**src/rtl/adder_pkg.sv**
```systemverilog
// Shared definitions for the Sklansky adder: the default width and the
// generate/propagate pair carried between prefix levels.
package adder_pkg;

    localparam int ADDER_WIDTH  = 32;
    localparam int ADDER_LEVELS = 5;

    typedef struct packed {
        logic g;
        logic p;
    } pg_t;

endpackage

```
**src/rtl/sklansky_adder_32_if.sv**
```systemverilog
// Operand/result bundle for the registered adder. There is no valid/ready:
// a new (a, b, cin) set is captured on every rising edge and its result is
// on sum/cout for the whole following cycle.
interface sklansky_adder_32_if
    import adder_pkg::*;
#(
    parameter int WIDTH = ADDER_WIDTH
);

    logic [WIDTH-1:0] a;
    logic [WIDTH-1:0] b;
    logic             cin;
    logic [WIDTH-1:0] sum;
    logic             cout;

    modport master (output a, output b, output cin, input sum, input cout);
    modport slave  (input a, input b, input cin, output sum, output cout);

endinterface

```
**src/rtl/sklansky_pg_cell.sv**
```systemverilog
// Prefix black cell: merges a higher (gh, ph) group with the adjacent lower
// (gl, pl) group into the generate/propagate of their union.
module sklansky_pg_cell (
    input  logic gh,
    input  logic ph,
    input  logic gl,
    input  logic pl,
    output logic g,
    output logic p
);

    assign g = gh | (ph & gl);
    assign p = ph & pl;

endmodule

```
**src/rtl/sklansky_adder_32.sv**
```systemverilog
// Registered parallel-prefix adder: a + b + cin through a Sklansky carry
// network of log2(WIDTH) levels, with sum and carry-out held in one register.
module sklansky_adder_32
    import adder_pkg::*;
#(
    parameter int WIDTH = ADDER_WIDTH  // power of two, at least 2
) (
    input  logic               clk,
    input  logic               rst,
    sklansky_adder_32_if.slave bus
);

    localparam int LEVELS = $clog2(WIDTH);

    // node[k][i] is the (G, P) of bit i after k levels; node[0] is bit-level.
    pg_t              node [0:LEVELS][0:WIDTH-1];
    logic [WIDTH:0]   c;
    logic [WIDTH-1:0] sum_d;

    for (genvar i = 0; i < WIDTH; i++) begin : g_bit
        assign node[0][i] = '{g: bus.a[i] & bus.b[i], p: bus.a[i] ^ bus.b[i]};
    end

    for (genvar k = 0; k < LEVELS; k++) begin : g_lvl
        for (genvar i = 0; i < WIDTH; i++) begin : g_node
            if (((i >> k) & 1) == 1) begin : g_black
                // Top bit of the lower half of this 2^(k+1)-wide block.
                localparam int J = ((i >> (k + 1)) << (k + 1)) + (1 << k) - 1;
                logic g_o;
                logic p_o;
                sklansky_pg_cell u_cell (
                    .gh(node[k][i].g),
                    .ph(node[k][i].p),
                    .gl(node[k][J].g),
                    .pl(node[k][J].p),
                    .g (g_o),
                    .p (p_o)
                );
                assign node[k+1][i] = '{g: g_o, p: p_o};
            end else begin : g_pass
                assign node[k+1][i] = node[k][i];
            end
        end
    end

    // cin is folded in after the network rather than entering as a node.
    assign c[0] = bus.cin;
    for (genvar i = 0; i < WIDTH; i++) begin : g_sum
        assign c[i+1]   = node[LEVELS][i].g | (node[LEVELS][i].p & bus.cin);
        assign sum_d[i] = node[0][i].p ^ c[i];
    end

    always_ff @(posedge clk or posedge rst) begin
        if (rst) begin
            bus.sum  <= '0;
            bus.cout <= 1'b0;
        end else begin
            bus.sum  <= sum_d;
            bus.cout <= c[WIDTH];
        end
    end

endmodule

```
**src/flat_wrapper.sv**
```systemverilog
// flat-port wrapper written by rule: the top's interface ports become plain ports
module sklansky_adder_32_flat import adder_pkg::*;
#(
    parameter int WIDTH = ADDER_WIDTH                             
)
  (clk, rst, bus_a, bus_b, bus_cin, bus_sum, bus_cout);
  sklansky_adder_32_if #(.WIDTH(WIDTH)) bus_i ();
  input  logic clk;
  input  logic rst;
  input wire logic [$bits(bus_i.a)-1:0] bus_a;
  input wire logic [$bits(bus_i.b)-1:0] bus_b;
  input wire logic [$bits(bus_i.cin)-1:0] bus_cin;
  output wire logic [$bits(bus_i.sum)-1:0] bus_sum;
  output wire logic [$bits(bus_i.cout)-1:0] bus_cout;
  assign bus_i.a = bus_a;
  assign bus_i.b = bus_b;
  assign bus_i.cin = bus_cin;
  assign bus_sum = bus_i.sum;
  assign bus_cout = bus_i.cout;
  sklansky_adder_32 #(.WIDTH(WIDTH)) u_core (.clk(clk), .rst(rst), .bus(bus_i));
endmodule
```
**config.mk**
```make
export PLATFORM = sky130hd
export DESIGN_NAME = sklansky_adder_32_flat
export DESIGN_NICKNAME = d
export VERILOG_FILES = /design/src/rtl/adder_pkg.sv /design/src/rtl/sklansky_adder_32_if.sv /design/src/rtl/sklansky_pg_cell.sv /design/src/rtl/sklansky_adder_32.sv /design/src/flat_wrapper.sv
export SDC_FILE = /design/constraint.sdc
export NUM_CORES = 1
export LEC_CHECK = 0
export CORE_ASPECT_RATIO = 0.75
export CORE_UTILIZATION = 43
export CTS_BUF_LIST = sky130_fd_sc_hd__clkbuf_8
export DETAILED_ROUTE_END_ITERATION = 10
export PLACE_DENSITY = 0.86
export RECOVER_POWER = 50
export SYNTH_ARGS = -nofsm -noshare
export SYNTH_HDL_FRONTEND = slang
export SYNTH_HIERARCHICAL = 1
export SYNTH_SLANG_ARGS = --single-unit
export TNS_END_PERCENT = 5
```
**constraint.sdc**
```tcl
create_clock -name clk -period 0.8 [get_ports clk]
set_input_delay 0.08 -clock clk [delete_from_list [all_inputs] [get_ports clk]]
set_output_delay 0.08 -clock clk [all_outputs]
set_load 0.02 [all_outputs]
```
==> run_results.csv <==
group,metric,value,unit
timing,timing.hold.ws,179,ps
yosys,ys_ff_latch,33,
layout,final_layout_size_suffix_gt1_share,66.5,%
die,die_w,97.1,µm
layout,fill_cells,410,
critical_path,cp_cell_sequence,"buf_2, ha_4, a21o_1, a21o_1, a21o_4, a21o_4, a21o_1, a21oi_2, xnor2_1",
layout,syn_to_final_growth,71.6,%
detailed_routing,routedWlPerCell,18.4,µm
min_path,hold_path_class,"in -> reg",
clocking,clock-sinks,33,
power_and_ir_drop,leakage,2.67,nW
die,fp-row-count,25,
layout,fin_nets,588,
yosys,yosys-top-cells-area,"dfrtp_1 (28%), a21o_1 (21%), and2_2 (21%)",
detailed_routing,route.antenna.remaining_nets,0,
layout,diodes,0,
place,placedCellCount,532,
outcome,status,"complete, but fails checks",
outcome,failed_checks,"setup timing",
detailed_routing,drcViolationCount,0,
global_routing,antenna_found_initial,0,
timing,finalHoldViolCount,0,
critical_path,critPathRequiredTime,1010,ps
yosys,syn-cell-area,2920,µm²
critical_path,critPathTopFamily,"compound AO/OA/AOI/OAI gates",
critical_path,critPathMostFrequentCell,"a21o_1",
critical_path,worst-setup-path-type,"in -> reg",
critical_path,start_kind,"input pin",
clocking,cts_tree,"done",
yosys,yosysTopAreaCell,"dfrtp_1",
clocking,cts_buffers,5,
timing,max_freq,645,MHz
clocking,clockBufferDepth,2,
global_routing,grt_pass1_wl,16700,µm
yosys,synth-edff-count,0,
timing,setup_ws,-751,ps
yosys,netlist.area_leader.share,28.3,%
yosys,synthTopCellsByCount,"a21o_1 (80), and2_2 (80), dfrtp_1 (33)",
detailed_routing,drt_iter0_markers,161,
detailed_routing,via_count,3144,
yosys,async_reset_ff_share,100,%
critical_path,slowest_delay,250,ps
layout,multi_input_area,2670,µm²
timing,worstMarginPinSlew,472,ps
die,io_pins,100,
timing,period_share,194,%
clocking,cts_root_buf,"clkbuf_8",
place,detailed_place_hpwl,6380,µm
critical_path,critPathCaptureType,"flop",
critical_path,worstPathMaxFanout,8,
timing,period_needed,1550,ps
layout,final_cells,570,
yosys,ys_seq_area_share,28.3,%
global_routing,grt_usage,30.0,%
yosys,ys_warn_count,6,
critical_path,critPathSlowestCell,"ha_4",
yosys,syn_nets,392,
power_and_ir_drop,p_per_area,1460,nW/µm²
timing,setup_viol,64,
yosys,ys.flop_type,"dfrtp_1",
timing,slew_headroom,68.5,%
clocking,h-tree-depth,2,
timing,rsz0062_at_grt,"true",
critical_path,crit_arrival,1760,ps
detailed_routing,via_per_inst,5.52,
clocking,cts_hold_buf,0,
yosys,yosysUniqueCellTypes,11,
clocking,clkTransAtPathRegs,80,ps
global_routing,grt_overflow_total,0,
global_routing,grt_pass1_vias,3348,
critical_path,path_buf_inv,1,
flow_run,cap_violations,0,
timing,finalMaxSlewViolations,0,
yosys,syn_avg_cell_area,9.98,µm²
detailed_routing,totalWireLength,10500,µm
yosys,synth_cells,292,
detailed_routing,drt_pre_antenna_iters,4,
layout,final-seq-area,826,µm²
die,core_area,6410,µm²
place,gp_congestion,0.831,
die,start_util,45.5,%
power_and_ir_drop,ir_drop,0.652,mV
die,die_h,73.3,µm
die,dieArea,7120,µm²
place,portBuffers,99,
power_and_ir_drop,total_power,7.29,mW
global_routing,grt_max_degree,34,
-- registers in the layout (all words and copies together), names as in the netlist --
| register | cells |
|---|---|
| u_core/bus.cout | 1 |
| u_core/bus.sum | 32 |
-- placed cells by master (no fill, tap or decap), types with 8 or more instances in the layout --
cell type,count
buf_4,82
a21o_1,74
buf_2,65
and2_2,46
and2_4,37
dfrtp_1,33
xnor2_1,30
a21oi_2,28
ha_4,28
buf_6,11
dlygate4sd2_1,9
a21o_4,8
clkdlybuf4s15_1,8
-- repair_timing --
| item | CTS | global route |
|---|---|---|
| endpoints found under the setup margin | 66 | 66 |
| gates resized for setup | 405 | 18 |
| setup buffers | 23 | 1 |
| pin swaps | 96 | 5 |
| cloned | 6 | 0 |
-- stage by stage --
stage / instance area (µm²) / utilization (%) / setup TNS (ps) / worst slack [ps]
6_report: 5000 / 78.0 / -21830 / -751
5_1_grt: 5000 / 78.0 / -23840 / -784
4_1_cts: 4970 / 77.5 / -21010 / -710
3_5_place_dp: 4670 / 72.8 / -48270 / -1480
3_3_place_gp: 4670 / 72.8 / -46610 / -1410
2_1_floorplan: 3130 / - / -22130 / -873
-- routing by layer --
layer	routed length, µm	share of wire, %	global-route usage, %
met1	4130	39	34.6
met2	5390	51	55.9
met3	665	6.3	5.42
met4	308	2.9	12.4
met5	0	0	0
-- cell type report --
cell class / count / share of cell area, %
Multi-Input combinational cell: 261 / 53.3
Timing Repair Buffer: 186 / 26.5
Sequential cell: 33 / 16.5
Tap cell: 81 / 2.03
Clock buffer: 5 / 1.38
Clock inverter: 3 / 0.275
Inverter: 1 / 0.0750
-- worst min-delay path, stage by stage --
cell,delay (ps)
buf_2,90
buf_4,100
fa_1,150
-- worst paths after layout --
check	startpoint	end	slack (ps)	depth (start not counted)
setup / recovery	bus_b[3]	u_core/bus.sum[24]	-750	9
hold / removal	bus_a[0]	u_core/bus.sum[0]	180	3
max in group asynchronous	rst	u_core/bus.sum[6]	100	3
min in group asynchronous	rst	u_core/bus.sum[27]	360	3
-- report_power, final --
part	switching [mW]	internal, mW
logic	1.91	1.99
clock network	0.640	0.590
registers	0.126	2.03
total	2.68	4.61
-- cells by family (layout without fill, tap and decap cells) --
family          after synthesis  count (layout)  synth area share (%)
xor+xnor                     31              31                  9.31
buf+inv                       4             195                  1.29
flops                        33              33                  28.3
compound gates              111             114                  26.1
fa+ha+maj                    33              33                  14.4
simple gates                 80              83                  20.6
No activity file was read; power rests on OpenSTA's default activity.
